[config.mk]
export PLATFORM = sky130hd
export DESIGN_NAME = exc_commit_sequencer
export DESIGN_NICKNAME = d
export VERILOG_FILES = /design/src/rtl/cp0_ctrl_pkg.sv /design/src/rtl/exc_prio_enc.sv /design/src/rtl/exc_commit_sequencer.sv
export SDC_FILE = /design/constraint.sdc
export NUM_CORES = 1
export LEC_CHECK = 0
export BUFFER_PORTS_ARGS = -buffer_cell sky130_fd_sc_hd__buf_2
export CAP_MARGIN = 20
export CORE_ASPECT_RATIO = 1.25
export CORE_UTILIZATION = 47
export CTS_CLUSTER_SIZE = 14
export DETAILED_ROUTE_END_ITERATION = 10
export PLACE_DENSITY = 0.86
export SYNTH_ARGS = -nofsm -noshare
export SYNTH_HDL_FRONTEND = slang
export SYNTH_SLANG_ARGS = --single-unit
[constraint.sdc]
create_clock -name clk -period 5.8 [get_ports clk]
set_clock_uncertainty 0.2 [all_clocks]
set_input_delay 1.16 -clock clk [delete_from_list [all_inputs] [get_ports clk]]
set_output_delay 1.16 -clock clk [all_outputs]
set_load 0.03 [all_outputs]
[src/rtl/cp0_ctrl_pkg.sv]
// cp0_ctrl_pkg: shared definitions for the exception/interrupt/ERET commit path.
//   - seq_state_t  : commit sequencer FSM states
//   - EXC_*        : MIPS ExcCode values driven to CP0 Cause
//   - EB_*         : bit positions inside the MEM-stage mem_exc vector
//   - *_DEF        : default exception vector bases and general offset
//   - prio_t       : priority-encoder result record
package cp0_ctrl_pkg;

    typedef enum logic [1:0] {
        ST_IDLE     = 2'd0,
        ST_COMMIT   = 2'd1,
        ST_DRAIN    = 2'd2,
        ST_REDIRECT = 2'd3
    } seq_state_t;

    localparam logic [4:0] EXC_INT  = 5'd0;
    localparam logic [4:0] EXC_MOD  = 5'd1;
    localparam logic [4:0] EXC_TLBL = 5'd2;
    localparam logic [4:0] EXC_TLBS = 5'd3;
    localparam logic [4:0] EXC_ADEL = 5'd4;
    localparam logic [4:0] EXC_ADES = 5'd5;
    localparam logic [4:0] EXC_SYS  = 5'd8;
    localparam logic [4:0] EXC_BP   = 5'd9;
    localparam logic [4:0] EXC_RI   = 5'd10;
    localparam logic [4:0] EXC_OV   = 5'd12;

    // mem_exc bit positions; bit 0 is the highest priority
    localparam int EB_ADEL_I = 0;
    localparam int EB_TLBL_I = 1;
    localparam int EB_RI     = 2;
    localparam int EB_OV     = 3;
    localparam int EB_SYS    = 4;
    localparam int EB_BRK    = 5;
    localparam int EB_ADEL_D = 6;
    localparam int EB_ADES   = 7;
    localparam int EB_TLBL_D = 8;
    localparam int EB_TLBS   = 9;
    localparam int EB_MOD    = 10;
    localparam int EXC_BITS  = 11;

    localparam logic [31:0] VEC_BEV_DEF  = 32'hBFC0_0200;
    localparam logic [31:0] VEC_NORM_DEF = 32'h8000_0000;
    localparam logic [31:0] GEN_OFS_DEF  = 32'h0000_0180;

    typedef struct packed {
        logic       hit;
        logic       is_eret;
        logic [4:0] code;
        logic       is_refill;  // winner is a TLB-class fault (may use the refill vector)
    } prio_t;

    function automatic logic [4:0] exc_code_of(input int idx);
        logic [4:0] c;
        case (idx)
            EB_ADEL_I, EB_ADEL_D: c = EXC_ADEL;
            EB_TLBL_I, EB_TLBL_D: c = EXC_TLBL;
            EB_RI:                c = EXC_RI;
            EB_OV:                c = EXC_OV;
            EB_SYS:               c = EXC_SYS;
            EB_BRK:               c = EXC_BP;
            EB_ADES:              c = EXC_ADES;
            EB_TLBS:              c = EXC_TLBS;
            EB_MOD:               c = EXC_MOD;
            default:              c = EXC_INT;
        endcase
        return c;
    endfunction

endpackage

[src/rtl/exc_prio_enc.sv]
// exc_prio_enc: combinational priority encoder for the commit sequencer.
//   int_pending : enabled-and-pending interrupt (highest priority)
//   mem_exc     : MEM-stage exception flags, bit 0 highest
//   mem_eret    : MEM instruction is ERET (lowest priority)
//   res         : {hit, is_eret, code, is_refill} of the winning source
module exc_prio_enc
    import cp0_ctrl_pkg::*;
(
    input  logic                int_pending,
    input  logic [EXC_BITS-1:0] mem_exc,
    input  logic                mem_eret,
    output prio_t               res
);

    always_comb begin
        res = '0;
        if (int_pending) begin
            res.hit  = 1'b1;
            res.code = EXC_INT;
        end else if (|mem_exc) begin
            res.hit = 1'b1;
            // Walk from lowest to highest priority so the last match wins.
            for (int i = EXC_BITS - 1; i >= 0; i--) begin
                if (mem_exc[i]) begin
                    res.code      = exc_code_of(i);
                    res.is_refill = (i == EB_TLBL_I) || (i == EB_TLBL_D) || (i == EB_TLBS);
                end
            end
        end else if (mem_eret) begin
            res.hit     = 1'b1;
            res.is_eret = 1'b1;
        end
    end

endmodule

[src/rtl/exc_commit_sequencer.sv]
// exc_commit_sequencer: arbitrates MEM-stage exceptions, interrupts and ERET,
// emits one commit pulse to CP0, holds flush over a drain window and then
// hands a redirect PC to fetch.
//   clk, resetn               : clock, synchronous active-low reset
//   mem_valid/pc/exc/eret     : MEM-stage instruction and its fault flags
//   mem_tlb_refill            : TLB fault is a miss rather than an invalid entry
//   int_pending               : CP0 interrupt request
//   sr_exl, sr_bev, cp0_epc   : CP0 state used to pick the redirect target
//   redirect_ready            : fetch accepts the redirect
//   exc_commit/exc_code       : exception commit pulse and its ExcCode
//   eret_commit               : ERET commit pulse
//   flush                     : kill IF..MEM, block writeback
//   redirect_valid/pc         : new fetch address handshake
//   busy                      : sequencer is not idle
module exc_commit_sequencer
    import cp0_ctrl_pkg::*;
#(
    parameter int          FLUSH_CYCLES = 2,
    parameter logic [31:0] VEC_BEV      = VEC_BEV_DEF,
    parameter logic [31:0] VEC_NORM     = VEC_NORM_DEF,
    parameter logic [31:0] GEN_OFS      = GEN_OFS_DEF
) (
    input  logic                clk,
    input  logic                resetn,
    input  logic                mem_valid,
    input  logic [31:0]         mem_pc,
    input  logic [EXC_BITS-1:0] mem_exc,
    input  logic                mem_tlb_refill,
    input  logic                mem_eret,
    input  logic                int_pending,
    input  logic                sr_exl,
    input  logic                sr_bev,
    input  logic [31:0]         cp0_epc,
    input  logic                redirect_ready,
    output logic                exc_commit,
    output logic [4:0]          exc_code,
    output logic                eret_commit,
    output logic                flush,
    output logic                redirect_valid,
    output logic [31:0]         redirect_pc,
    output logic                busy
);

    localparam int CNT_W = (FLUSH_CYCLES > 1) ? $clog2(FLUSH_CYCLES) : 1;

    seq_state_t        state;
    logic [CNT_W-1:0]  drain_cnt;
    logic              eret_q;
    logic [31:0]       target;
    prio_t             win;
    logic              trigger;
    logic [31:0]       vec_target;

    // CP0 captures EPC from the MEM stage itself; the PC is carried here only
    // to keep the MEM interface uniform.
    logic unused_pc;
    assign unused_pc = ^mem_pc;

    exc_prio_enc u_prio (
        .int_pending (int_pending),
        .mem_exc     (mem_exc),
        .mem_eret    (mem_eret),
        .res         (win)
    );

    assign trigger = mem_valid & win.hit;

    // Refill vector (offset 0) only for a true TLB miss taken outside EXL.
    assign vec_target = (sr_bev ? VEC_BEV : VEC_NORM)
                      + ((win.is_refill & mem_tlb_refill & ~sr_exl) ? 32'h0 : GEN_OFS);

    assign redirect_pc = target;

    always_ff @(posedge clk) begin
        if (!resetn) begin
            state          <= ST_IDLE;
            drain_cnt      <= '0;
            eret_q         <= 1'b0;
            target         <= '0;
            exc_commit     <= 1'b0;
            exc_code       <= '0;
            eret_commit    <= 1'b0;
            flush          <= 1'b0;
            redirect_valid <= 1'b0;
            busy           <= 1'b0;
        end else begin
            exc_commit  <= 1'b0;
            eret_commit <= 1'b0;
            case (state)
                ST_IDLE: begin
                    if (trigger) begin
                        state       <= ST_COMMIT;
                        eret_q      <= win.is_eret;
                        exc_commit  <= ~win.is_eret;
                        eret_commit <= win.is_eret;
                        exc_code    <= win.is_eret ? 5'd0 : win.code;
                        flush       <= 1'b1;
                        busy        <= 1'b1;
                        if (!win.is_eret)
                            target <= vec_target;
                    end
                end
                ST_COMMIT: begin
                    state     <= ST_DRAIN;
                    drain_cnt <= CNT_W'(FLUSH_CYCLES - 1);
                    // EPC is taken here so a same-cycle mtc0 to EPC is honoured.
                    if (eret_q)
                        target <= cp0_epc;
                end
                ST_DRAIN: begin
                    if (drain_cnt == '0) begin
                        state          <= ST_REDIRECT;
                        flush          <= 1'b0;
                        redirect_valid <= 1'b1;
                    end else begin
                        drain_cnt <= drain_cnt - 1'b1;
                    end
                end
                ST_REDIRECT: begin
                    if (redirect_ready) begin
                        state          <= ST_IDLE;
                        redirect_valid <= 1'b0;
                        busy           <= 1'b0;
                    end
                end
                default: state <= ST_IDLE;
            endcase
        end
    end

endmodule

==> Word-level counts from Yosys, hierarchy flattened <==
Cells that the tools add are included.
Widths: inputs -> output; s select.
{ "classes": {"add_sub_neg": 2, "eq_ne": 8, "n_mux": 39, "n_bitwise": 5, "n_reduce_logical": 14} }
{ "ops": {"columns": ["operator", "n"], "rows": [
  ["$mux 32", 3],
  ["$pmux 32 s2", 1],
  ["$mux 5", 9],
  ["$add 32x9->32", 1],
  ["$mux 30", 1],
  ["$reduce_and 3->1", 5],
  ["$reduce_or 11->1", 1],
  ["$mux 1", 10],
  ["$mux 2", 5],
  ["$ne 2x2->1 const B", 5],
  ["$reduce_bool 2->1", 5],
  ["$mux 9", 1],
  ["$mux 4", 2],
  ["$pmux 1 s2", 4],
  ["$pmux 2 s4", 1],
  ["$mux 3", 2],
  ["$eq 2x2->1 const B", 2],
  ["$reduce_and 4->1", 1],
  ["$and 1x1->1", 3],
  ["$eq 2x1->1 const B", 1],
  ["$logic_not 2->1", 1],
  ["$not 1->1", 2],
  ["$reduce_and 2->1", 1],
  ["$sub 1x1->1 const B", 1]
]} }
{ "word_totals": {"regBits": 46, "input_bits": 84, "out_inout_bits": 42} }

==> Logic depth before layout (Yosys ltp) <==
Gate-level depths: netlist of the first run.
{ "logic_depth": {"ltp_word": 20, "ltp_mapped": 10, "depth_no_buf": 7} }

==> Modules after synthesis <==
Synthesis of the first run repeated with hierarchy kept, for this count alone.
{ "hier_totals": {"cells_unflattened": 256, "hier_area_um2": 2248.4} }
{ "modules_own_cells": {"columns": ["mod", "n_inst", "cells_per_inst", "area_each_um2", "seq_area_each_um2"], "rows": [
  ["exc_commit_sequencer", 1, 225, 2064.5, 920.9],
  ["exc_prio_enc", 1, 31, 183.9, 0.0]
]} }

==> Worst setup path after synthesis of the first run <==
Ideal clock, no wire load.
{ "synth_timing": {"path_type": "in2reg", "from": "input port mem_exc[8]", "to": "register exc_code[1]", "arrival_time_ns": 2.249, "required_time_ns": 5.472, "slack_ns": 3.223, "stages": 5, "n_path_buf": 0, "cell_sequence": "nor3_1 nand4_2 o311ai_4 mux2i_1 nor2_1"} }
{ "synth_between": {"elab_chain_len": 12} }
{ "synth_lines": {"columns": ["item", "line", "source"], "rows": [
  ["start: declaration", "exc_commit_sequencer.sv:27", "input logic [EXC_BITS-1:0] mem_exc,"],
  ["$mux 3", "exc_prio_enc.sv:24", "if (mem_exc[i]) begin"],
  ["$mux 4 (2 in series)", "exc_prio_enc.sv:24", null],
  ["$mux 5 (6 in series)", "exc_prio_enc.sv:24", null],
  ["$mux 5", "exc_prio_enc.sv:20", "end else if (|mem_exc) begin"],
  ["$mux 5", "exc_prio_enc.sv:17", "if (int_pending) begin"],
  ["$mux 5", "exc_commit_sequencer.sv:96", "exc_code <= win.is_eret ? 5'd0 : win.code;"],
  ["end signal: assignment", "exc_commit_sequencer.sv:96", null],
  ["end: declaration", "exc_commit_sequencer.sv:36", "output logic [4:0] exc_code,"]
]} }
Several ways; a longest one is shown, not always the timed one.
A chain may end at the register's enable or synchronous reset.

==> Worst setup path in the final report of the first run <==
{ "layout_timing": {"from": "input port mem_exc[8]", "to": "register target[31], in the netlist redirect_pc[31]"} }
{ "layout_between": {"elab_chain_len": 18} }
{ "layout_lines": {"columns": ["item", "line", "source"], "rows": [
  ["$mux 3", "exc_prio_enc.sv:24", null],
  ["$mux 4 (2 in series)", "exc_prio_enc.sv:24", null],
  ["$mux 5 (6 in series)", "exc_prio_enc.sv:24", null],
  ["$mux 5", "exc_prio_enc.sv:20", null],
  ["$mux 1", "exc_prio_enc.sv:17", null],
  ["$and 1x1->1 (2 in series)", "exc_commit_sequencer.sv:70", "+ ((win.is_refill & mem_tlb_refill & ~sr_exl) ? 32'h0 : GEN_OFS);"],
  ["$mux 9", "exc_commit_sequencer.sv:70", null],
  ["$add 32x9->32", "exc_commit_sequencer.sv:70", null],
  ["$mux 32", "exc_commit_sequencer.sv:99", "if (!win.is_eret)"],
  ["$mux 32", "exc_commit_sequencer.sv:91", "if (trigger) begin"],
  ["$pmux 32 s2", "exc_commit_sequencer.sv:89", "case (state)"],
  ["end signal: assignment", "exc_commit_sequencer.sv:100", "target <= vec_target;"],
  ["end signal: assignment", "exc_commit_sequencer.sv:108", "target <= cp0_epc;"],
  ["end: declaration", "exc_commit_sequencer.sv:49", "logic [31:0] target;"]
]} }
Several ways; a longest one is shown, not always the timed one. The select of a mux whose other input is x is not followed.

==> results of run 1 <==
worst min-delay path by stage:
stage                        startpoint                   to  slack, ns  depth (start not counted)
finish              eret_q$_SDFFE_PN0P_  eret_q$_SDFFE_PN0P_       0.26                          2
global route        eret_q$_SDFFE_PN0P_  eret_q$_SDFFE_PN0P_       0.28                          2
global placement    eret_q$_SDFFE_PN0P_  eret_q$_SDFFE_PN0P_       0.24                          2
detailed placement  eret_q$_SDFFE_PN0P_  eret_q$_SDFFE_PN0P_       0.25                          2
CTS                 eret_q$_SDFFE_PN0P_  eret_q$_SDFFE_PN0P_       0.26                          2
floorplan           eret_q$_SDFFE_PN0P_  eret_q$_SDFFE_PN0P_       0.24                          2
area by class of cell:
type	instances	area, sq um	share of cell area, %
clock buffer	5	68.8	2.54
multi-input combinational	178	1120	41.4
sequential	45	901	33.3
tap	58	72.6	2.68
clock inverter	3	17.5	0.648
inverter	7	26.3	0.971
timing repair buffer	96	498	18.4
cell families (layout without fill, tap and decap cells):
kind of cell / Yosys count / after routing
simple gates: 92 / 92
compound gates: 78 / 78
flops: 45 / 45
buf+inv: 31 / 111
fa+ha+maj: 4 / 4
mux: 3 / 3
other cells: 1 / 1
synth_stat cells (all sizes together), types with 2 or more instances:
master,number,area [sq um]
a2111oi,2,17.5
a21oi,27,135
a311oi,10,93.8
a41o,2,20.0
and2,2,12.5
buf,11,65.1
clkbuf,13,48.8
dfxtp,45,901
ha,4,50.1
inv,7,26.3
mux2i,2,20.0
nand2,22,85.1
nand2b,3,18.8
nand3,25,125
nand4,4,31.3
nor2,8,30.0
nor2b,2,12.5
nor3,15,80.1
nor4,3,18.8
o211ai,22,165
o21ai,5,25.0
or2,2,12.5
or3,3,18.8
routing by layer:
layer	share of wire, %	global-route usage, %	wire length, microns	vias up
met5	0	0	0	-
met4	1.3	8.14	69	0
met3	4.2	3.68	230	7
met2	51	40.3	2780	64
met1	44	25.6	2390	1019
li1	-	-	-	1106
cells in the final DEF (no fill, tap or decap), drive strengths merged, types with 4 or more instances in the layout:
master,instances
nand3,25
ha,4
inv,7
dfxtp,45
o21ai,5
a21oi,27
nor3,15
nand4,4
buf,96
nand2,22
o211ai,22
clkbuf,5
a311oi,10
nor2,8
worst min-delay path, stage by stage (launching register included):
cell and delay (ns):
dfxtp_1 0.32, nand2_1 0.05, a21oi_1 0.05
state kept, by name, indices dropped and copies added (netlist names):
register        count
flush               1
busy                1
eret_commit         1
exc_commit          1
drain_cnt           1
eret_q              1
state               2
redirect_pc        32
exc_code            4
redirect_valid      1
power groups by stage:
stage | sequential [mW] | combinational (mW) | clock [mW]
floorplan | 0.556 | 0.387 | 0
global placement | 0.429 | 0.652 | 0
detailed placement | 0.434 | 0.660 | 0
CTS | 0.427 | 0.662 | 0.193
global route | 0.435 | 0.736 | 0.203
finish | 0.427 | 0.676 | 0.185
stage by stage:
| stage | setup slack, ns | util [%] | cells | total power [mW] | hold slack, ns |
|---|---|---|---|---|---|
| finish | 2.63 | 61.6 | 392 | 1.29 | 0.258 |
| global route | 2.42 | 61.6 | 392 | 1.37 | 0.284 |
| CTS | 2.64 | 61.3 | 391 | 1.28 | 0.260 |
| detailed placement | 2.33 | 59.3 | 383 | 1.09 | 0.250 |
| global placement | 2.34 | 59.3 | 383 | 1.08 | 0.243 |
| floorplan | 3.22 | - | 254 | 0.943 | 0.236 |
==> out/qor.csv, run 1 <==
stage,metric,value,unit
floorplanning,ioPinCount,126,
placed_design,port_buffers,92,
pwr,combPwrFrac,52.5,%
clock_network,post_cts_buffers,0,
sta,report.final.slew_viol_count,0,
worst_setup_path,cp.depth,6,
drt,first_iter_violations,163,
logic_synthesis,yosys.area_share.simple,21.8,%
cells_and_area,area_growth,25.3,%
worst_setup_path,cp_num_buf_inv,1,
global_route,grt_pass1_wl,8.75,mm
cells_and_area,stdcell_area,2710,sq um
cells_and_area,diodes,0,
logic_synthesis,synth_seq_area_share,41.7,%
drt,dr_total_vias,2196,
pwr,pwr-share-seq,33.1,%
clock_network,cts.sinks,45,
logic_synthesis,synth_top_family_by_area,compound AO/OA/AOI/OAI gates,
clock_network,cts-resized-gates,0,
drt,dr.pass1.iters,4,
floorplanning,core,4390,sq um
logic_synthesis,yosys_register_bits,45,
clock_network,htree_levels,2,
logic_synthesis,yosys_warnings,0,
cells_and_area,drive_gt1_share,34.4,%
floorplanning,die_area,4870,sq um
pwr,power_density,476,nW/um^2
logic_synthesis,synth_nets,342,
sta,setup_violations,0,
clock_network,cts_tree,done,
drt,detail_route.vias_per_cell,5.60,
drt,ant_nets,0,
pwr,power_frac_clock,14.3,%
cells_and_area,layout.nets,421,
clock_network,cts_hold_buffers,0,
worst_setup_path,cp-end-kind,register,
pwr,switchingPower,0.607,mW
logic_synthesis,synth-compound-area-share,25.9,%
cells_and_area,fillers,411,
logic_synthesis,async_flop_share,0,%
logic_synthesis,synth.area.mux_share,1.62,%
logic_synthesis,synth_xor_area_share,0,%
sta,hold_violations,0,
worst_setup_path,crit_path_max_fanout,25,
clock_network,clock_latency,0.28,ns
worst_setup_path,path_cells,"buf_2, nor3_1, and4_1, a21o_1, nand2_2, a311oi_2",
min_path,hold_path.class,register to register,
clock_network,cts_root_buf,clkbuf_8,
sta,clock.fmax,315,MHz
clock_network,clk_pin_slew,0.08,ns
flow_run,cap_viol_max_count,0,
global_route,grt_pass1_vias,2019,
floorplanning,rows,27,
global_route,grt_max_degree,35,
sta,setup_tns,0,ns
sta,period_needed,3.17,ns
worst_setup_path,critPathTopFamily,compound AO/OA/AOI/OAI gates,
placed_design,dp_hpwl,3.80,mm
global_route,grt.overflow.total,0,
drt,drt-total-wl,5.47,mm
run_status,outcome,finished clean,
sta,slew_headroom,43.3,%
drt,drc_errors,0,
worst_setup_path,critPathCapture,redirect_pc[31]$_SDFFE_PN0P_,
worst_setup_path,startpoint_type,primary input,
worst_setup_path,cpPeakStageDelay,0.67,ns
worst_setup_path,critPathArrivalTime,3.18,ns
pwr,switching_share,47.1,%
worst_setup_path,ff2ff_setup_slack,3.00,ns
worst_setup_path,rr_worst_depth,7,
drt,wire_per_inst,13.9,microns
sta,finalCritPeriodShare,54.7,%
clock_network,cts_buffer_depth,2,
worst_setup_path,required,5.81,ns
global_route,grt_antenna_before_repair,0,
pwr,internal_power,0.680,mW
worst_setup_path,worst-setup-path-type,primary input to register,
logic_synthesis,syn_avg_cell_area,8.50,sq um
placed_design,gp_congestion,0.835,
logic_synthesis,synth_cells,254,
floorplanning,die_x,62.6,microns
sta,worst_pin_slew,0.849,ns
worst_setup_path,r2r_end,redirect_pc[31]$_SDFFE_PN0P_,
floorplanning,die_y,77.8,microns
floorplanning,initial_core_util,49.1,%
placed_design,dpl_cell_area,2600,sq um
logic_synthesis,ys.flop_type,dfxtp_1,
sta,rsz0062_at_grt,no,
global_route,grt_usage,22.2,%
logic_synthesis,synth.distinct_cells,44,
worst_setup_path,crit_path_start,mem_exc[8],
logic_synthesis,synth_area,2160,sq um
pwr,p_leak,1.17,nW
worst_setup_path,slowest_stage,a21o_1,
clock_network,numCtsBuffers,5,
logic_synthesis,synth_edf_count,0,
worst_setup_path,timing.rr.start,state[1]$_SDFFE_PN0P_,
pwr,irDropWorstVdd,0.259,mV
logic_synthesis,synthAdderAreaFrac,2.32,%
Note: power is estimated with default switching activity, not from simulation.
==> run 2, diff against run 1 <==
--- a/config.mk
+++ b/config.mk
@@ -8,10 +8,10 @@
 export BUFFER_PORTS_ARGS = -buffer_cell sky130_fd_sc_hd__buf_2
 export CAP_MARGIN = 20
 export CORE_ASPECT_RATIO = 1.25
-export CORE_UTILIZATION = 47
+export CORE_UTILIZATION = 39
 export CTS_CLUSTER_SIZE = 14
 export DETAILED_ROUTE_END_ITERATION = 10
-export PLACE_DENSITY = 0.86
+export PLACE_DENSITY = 0.77
 export SYNTH_ARGS = -nofsm -noshare
 export SYNTH_HDL_FRONTEND = slang
 export SYNTH_SLANG_ARGS = --single-unit
==> constraint.sdc (replaced) <==
create_clock -name clk -period 2.9 [get_ports clk]
set_clock_uncertainty 0.2 [all_clocks]
set_input_delay 0.58 -clock clk [delete_from_list [all_inputs] [get_ports clk]]
set_output_delay 0.58 -clock clk [all_outputs]
set_load 0.03 [all_outputs]
==> out/qor.csv, run 2 (synthesis gave the netlist of run 1 again) <==
stage,metric,value,unit
pwr,combPwrFrac,53.5,%
pwr,switching_share,46.4,%
placed_design,port_buffers,92,
sta,rsz0062_at_grt,no,
floorplanning,initial_core_util,41.6,%
worst_setup_path,critPathArrivalTime,2.45,ns
cells_and_area,final_cell_mix,"buf_2 (92), dfxtp_1 (45), a21oi_1 (26)",
drt,highest_layer,met4,
cells_and_area,mostFrequentLayoutCell,buf_2,
sta,finalCritPeriodShare,84.4,%
drt,wl_met1,2.47,mm
clock_network,cts_root_buf,clkbuf_8,
drt,drt-total-wl,5.60,mm
worst_setup_path,r2r_end,redirect_pc[31]$_SDFFE_PN0P_,
cells_and_area,diodes,0,
drt,ant_nets,0,
cells_and_area,layout.nets,426,
clock_network,cts_tree,done,
clock_network,clock_latency,0.29,ns
worst_setup_path,crit_path_max_fanout,16,
pwr,irDropWorstVdd,0.589,mV
global_route,grt.overflow.total,0,
drt,drc_errors,0,
worst_setup_path,crit_path_start,state[0]$_SDFFE_PN0P_,
clock_network,clk_pin_slew,0.09,ns
sta,slew_headroom,63.3,%
clock_network,htree_levels,2,
pwr,pwr-share-seq,32.2,%
worst_setup_path,timing.rr.start,state[0]$_SDFFE_PN0P_,
pwr,total_power,2.65,mW
floorplanning,die_x,68.5,microns
cells_and_area,largest_reg_flops,32,
cells_and_area,area_growth,27.9,%
drt,dr_total_vias,2179,
global_route,grt_antenna_before_repair,0,
worst_setup_path,ff2ff_setup_slack,0.45,ns
clock_network,post_cts_buffers,0,
sta,setup_tns,0,ns
sta,period_needed,2.45,ns
floorplanning,die_area,5840,sq um
clock_network,cts-resized-gates,0,
min_path,hold_path.class,register to register,
sta,report.final.slew_viol_count,0,
pwr,switchingPower,1.23,mW
placed_design,dp_hpwl,3.92,mm
pwr,power_frac_clock,14.4,%
global_route,grt_usage,19.6,%
flow_run,cap_viol_max_count,0,
worst_setup_path,required,2.91,ns
drt,wl_met3,258,microns
clock_network,cts_hold_buffers,0,
floorplanning,rows,29,
global_route,grt_max_degree,31,
floorplanning,ioPinCount,126,
pwr,p_leak,1.19,nW
worst_setup_path,critPathCapture,redirect_pc[31]$_SDFFE_PN0P_,
clock_network,cts_buffer_depth,2,
pwr,power_density,961,nW/um^2
cells_and_area,fillers,502,
placed_design,gp_congestion,0.766,
worst_setup_path,startpoint_type,register,
sta,clock.fmax,409,MHz
sta,worst_pin_slew,0.550,ns
placed_design,dp.cells,392,
cells_and_area,drive_gt1_share,35.1,%
global_route,grt_pass1_vias,1962,
floorplanning,die_y,85.2,microns
worst_setup_path,worst-setup-path-type,register to register,
drt,first_iter_violations,130,
pwr,internal_power,1.42,mW
worst_setup_path,cp-end-kind,register,
clock_network,cts.sinks,45,
run_status,outcome,finished clean,
drt,dr.pass1.iters,4,
sta,setup_violations,0,
cells_and_area,fin_cells,401,
drt,dr_wl_met2,2.84,mm
drt,wire_per_inst,14.0,microns
drt,detail_route.vias_per_cell,5.43,
clock_network,numCtsBuffers,5,
floorplanning,core,5190,sq um
global_route,grt_pass1_wl,8.80,mm
sta,hold_violations,0,
worst_setup_path,rr_worst_depth,6,
[run 2: cell count changes in the layout (fill, tap and decap cells not counted), sizes merged]
cell,delta
clkinvlp,+1
buf,+5
clkbuf,+1
clkinv,-2
[run 2: critical path: stages (launching register included)]
cell and delay [ns]:
dfxtp_1 0.38, inv_1 0.10, ha_1 0.34, mux2_4 0.33, nand2_1 0.41, nand2_2 0.28, a311oi_2 0.32
[run 2: layout make-up]
cell class / instances / area (sq um) / share of cell area (%)
well taps: 62 / 77.6 / 2.81
multi-input cells: 178 / 1120 / 40.6
clock buffers: 6 / 72.6 / 2.63
inverters: 7 / 26.3 / 0.952
flip-flops and latches: 45 / 901 / 32.6
clock inverters: 2 / 15.0 / 0.544
repair buffers: 101 / 548 / 19.8
[run 2: worst min path at each step]
| stage | startpoint | end | slack [ns] | cells past startpoint |
|---|---|---|---|---|
| after global routing | redirect_pc[16]$_SDFFE_PN0P_ | redirect_pc[16]$_SDFFE_PN0P_ | 0.28 | 2 |
| after global placement | exc_code[0]$_SDFFE_PN0P_ | exc_code[0]$_SDFFE_PN0P_ | 0.24 | 2 |
| after CTS | redirect_pc[4]$_SDFFE_PN0P_ | redirect_pc[4]$_SDFFE_PN0P_ | 0.27 | 2 |
| after detailed placement | exc_code[3]$_SDFFE_PN0P_ | exc_code[3]$_SDFFE_PN0P_ | 0.25 | 2 |
| after floorplan | eret_q$_SDFFE_PN0P_ | eret_q$_SDFFE_PN0P_ | 0.24 | 2 |
| final | exc_code[3]$_SDFFE_PN0P_ | exc_code[3]$_SDFFE_PN0P_ | 0.26 | 2 |
[run 2: per-layer routing]
layer,GRT usage (%),vias up
met3,3.23,2
met4,6.25,0
met5,0,-
li1,-,1108
met2,33.7,64
met1,24.3,1005
[run 2: metrics by stage]
| step | util (%) | cell area [sq um] | worst slack [ns] | hold slack (ns) |
|---|---|---|---|---|
| 2_1_floorplan | - | 2160 | 0.903 | 0.236 |
| 3_3_place_gp | 51.0 | 2650 | 0.331 | 0.245 |
| 3_5_place_dp | 51.0 | 2650 | 0.259 | 0.253 |
| 4_1_cts | 52.7 | 2730 | 0.224 | 0.266 |
| 5_1_grt | 53.2 | 2760 | 0.302 | 0.283 |
| 6_report | 53.2 | 2760 | 0.452 | 0.263 |
[run 2: power by group through the flow]
stage	Sequential, mW	Clock (mW)	Combinational, mW
4_1_cts	0.854	0.394	1.37
3_5_place_dp	0.867	0	1.37
6_report	0.854	0.381	1.42
5_1_grt	0.874	0.416	1.53
2_1_floorplan	1.11	0	0.774
3_3_place_gp	0.862	0	1.35
==> run 3, diff against run 2 <==
--- a/config.mk
+++ b/config.mk
@@ -5,10 +5,11 @@
 export SDC_FILE = /design/constraint.sdc
 export NUM_CORES = 1
 export LEC_CHECK = 0
+export ABC_AREA = 1
 export BUFFER_PORTS_ARGS = -buffer_cell sky130_fd_sc_hd__buf_2
 export CAP_MARGIN = 20
 export CORE_ASPECT_RATIO = 1.25
-export CORE_UTILIZATION = 39
+export CORE_UTILIZATION = 40
 export CTS_CLUSTER_SIZE = 14
 export DETAILED_ROUTE_END_ITERATION = 10
 export PLACE_DENSITY = 0.77
==> constraint.sdc (replaced) <==
create_clock -name clk -period 2.1 [get_ports clk]
set_clock_uncertainty 0.2 [all_clocks]
set_input_delay 0.42 -clock clk [delete_from_list [all_inputs] [get_ports clk]]
set_output_delay 0.42 -clock clk [all_outputs]
set_load 0.03 [all_outputs]
==> out/qor.csv, run 3 <==
stage,metric,value,unit
run_status,outcome,finished clean,
floorplanning,rows,30,
sta,timing.hold.ws,0.221,ns
drt,detail_route.vias_per_cell,4.80,
drt,ant_nets,0,
worst_setup_path,cp_num_buf_inv,3,
min_path,hold_path.class,primary input to register,
logic_synthesis,async_flop_share,0,%
clock_network,htree_levels,2,
worst_setup_path,required,2.09,ns
pwr,total_power,4.16,mW
worst_setup_path,critPathArrivalTime,1.95,ns
worst_setup_path,startpoint_type,register,
logic_synthesis,synth_cells,351,
clock_network,cts.sinks,45,
cells_and_area,drive_gt1_share,26.7,%
drt,first_iter_violations,94,
clock_network,cts_buffer_depth,2,
global_route,grt_pass1_vias,2087,
global_route,grt_usage,16.9,%
worst_setup_path,cpPeakStageDelay,0.35,ns
logic_synthesis,ys.flop_type,dfxtp_1,
worst_setup_path,critPathTopFamily,buffers and inverters,
pwr,power_frac_clock,11.5,%
drt,wire_per_inst,10.5,microns
floorplanning,initial_core_util,42.1,%
floorplanning,die_x,70.0,microns
sta,setup_tns,0,ns
floorplanning,die_y,87.0,microns
cells_and_area,mostFrequentLayoutCell,buf_2,
floorplanning,core,5480,sq um
pwr,switching_share,49.3,%
floorplanning,ioPinCount,126,
pwr,switchingPower,2.05,mW
global_route,grt_max_degree,56,
sta,rsz0062_at_grt,no,
sta,hold_violations,0,
cells_and_area,final_cell_mix,"buf_2 (92), nand2_1 (83), nor2_1 (55)",
logic_synthesis,syn_avg_cell_area,6.58,sq um
worst_setup_path,cp-end-kind,register,
logic_synthesis,yosys_register_bits,45,
pwr,irDropWorstVdd,0.572,mV
pwr,pwr-share-seq,29.8,%
logic_synthesis,synth_top_area_cell,dfxtp_1,
global_route,grt_antenna_before_repair,0,
pwr,p_leak,1.53,nW
placed_design,dp_hpwl,3.90,mm
placed_design,port_buffers,92,
worst_setup_path,crit_path_max_fanout,55,
placed_design,pre_cts_slack,0.00230,ns
sta,finalCritPeriodShare,93.1,%
logic_synthesis,yosysMostFrequentCell,nand2_1,
logic_synthesis,netlist_top_cells_count,"nand2_1 (83), nor2_1 (55), dfxtp_1 (45), nand3_1 (43), a21oi_1 (42)",
sta,timing.final.ws_setup,0.144,ns
cells_and_area,stdcell_area,2850,sq um
cells_and_area,largest_reg_flops,32,
cells_and_area,diodes,0,
clock_network,post_cts_buffers,0,
clock_network,numCtsBuffers,5,
logic_synthesis,synth.distinct_cells,24,
logic_synthesis,yosys_warnings,0,
sta,clock.fmax,511,MHz
sta,setup_violations,0,
placed_design,gp_congestion,0.804,
worst_setup_path,worst-setup-path-type,register to register,
drt,drc_errors,0,
pwr,power_density,1460,nW/um^2
floorplanning,die_area,6080,sq um
logic_synthesis,synth_area,2310,sq um
cells_and_area,layout.nets,524,
placed_design,dpl_cell_area,2770,sq um
logic_synthesis,synth_nets,439,
logic_synthesis,synth_edf_count,0,
logic_synthesis,synth.top_cell.area_share,39.0,%
clock_network,clock_latency,0.29,ns
clock_network,clk_pin_slew,0.08,ns
pwr,combPwrFrac,58.7,%
drt,dr.pass1.iters,4,
drt,dr_total_vias,2395,
cells_and_area,area_growth,23.5,%
sta,period_needed,1.96,ns
worst_setup_path,slowest_stage,dfxtp_1,
worst_setup_path,path_cells,"inv_1, ha_1, inv_1, o21ai_0, nand2_1, inv_8, nand3_1, nor2_1, nor2_1",
global_route,grt.overflow.total,0,
logic_synthesis,yosys-top-cells-area,"dfxtp_1 (39%), nand2_1 (13%), nand3_1 (9.3%), a21oi_1 (9.1%), nor2_1 (8.9%)",
global_route,grt_pass1_wl,8.51,mm
clock_network,cts_tree,done,
sta,report.final.slew_viol_count,0,
drt,drt-total-wl,5.26,mm
flow_run,cap_viol_max_count,0,
pwr,internal_power,2.11,mW
logic_synthesis,synth_seq_area_share,39.0,%
clock_network,cts_root_buf,clkbuf_8,
-- run 3: cell count changes in the layout (fill, tap and decap cells not counted), moves of 3 or more --
cell | before | now
a21oi_1 | 26 | 42
a311oi_1 | 9 | 0
inv_1 | 7 | 31
nand2_1 | 21 | 83
nand2b_1 | 3 | 0
nand3_1 | 25 | 43
nor2_1 | 8 | 55
nor3_1 | 14 | 1
nor4_1 | 3 | 0
o211ai_1 | 22 | 0
o21ai_0 | 5 | 8
o21ai_1 | 0 | 3
or3_1 | 3 | 0
-- run 3: per-layer routing --
metal / part of all wire (%) / GRT usage (%) / routed length, microns
met1: 45 / 19.7 / 2380
met4: 1.2 / 6.73 / 62
met2: 49 / 30.6 / 2570
met5: 0 / 0 / 0
met3: 4.8 / 3.13 / 252
-- run 3: logic make-up (layout without fill, tap and decap cells) --
kind of cell	count (synthesis)	in the layout	share of synthesized area (%)
fa+ha+maj	4	4	2.17
other cells	1	1	0.162
flops	45	45	39.0
compound gates	55	55	12.0
simple gates	191	191	35.4
buf+inv	55	139	11.3
-- run 3: metrics by stage --
| step | cells | util [%] |
|---|---|---|
| after floorplan | 351 | - |
| after global placement | 493 | 50.6 |
| after detailed placement | 493 | 50.6 |
| after CTS | 499 | 52.0 |
| after global routing | 499 | 52.0 |
| final | 499 | 52.0 |
-- run 3: worst paths after layout --
| path | start | end | slack [ns] | depth (start not counted) |
|---|---|---|---|---|
| setup / recovery | state[0]$_SDFFE_PN0P_ | redirect_pc[7]$_SDFFE_PN0P_ | 0.14 | 9 |
| setup reg to reg | state[0]$_SDFFE_PN0P_ | redirect_pc[7]$_SDFFE_PN0P_ | 0.14 | 9 |
| hold reg to reg | eret_q$_SDFFE_PN0P_ | eret_q$_SDFFE_PN0P_ | 0.28 | 2 |
| hold / removal | mem_exc[4] | exc_code[0]$_SDFFE_PN0P_ | 0.22 | 4 |
-- run 3: tightest hold or removal path, cell delays in order --
cell,delay [ns]
buf_2,0.09
nor3_1,0.05
nand3_1,0.06
nand2_1,0.04
-- run 3: area by class of cell --
class,count,area [sq um]
inverters,34,135
well taps,64,80.1
clock buffers,5,68.8
repair buffers,99,513
flip-flops and latches,45,901
fillers,577,2630
clock inverters,1,5.00
multi-input cells,251,1150
-- run 3: power by group through the flow --
| stage | combinational (mW) | sequential (mW) | clock (mW) |
|---|---|---|---|
| 6_report | 2.44 | 1.24 | 0.480 |
| 3_5_place_dp | 2.44 | 1.25 | 0 |
| 3_3_place_gp | 2.38 | 1.25 | 0 |
| 4_1_cts | 2.46 | 1.24 | 0.503 |
| 5_1_grt | 2.75 | 1.26 | 0.538 |
| 2_1_floorplan | 1.58 | 1.69 | 0 |
-- run 3: what timing repair did --
action | CTS | global route
pin swaps | 0 | 0
gates resized for setup | 1 | 3
setup endpoints to repair | 4 | 8
hold buffers | 0 | 0
endpoints found under the hold margin | 0 | 0
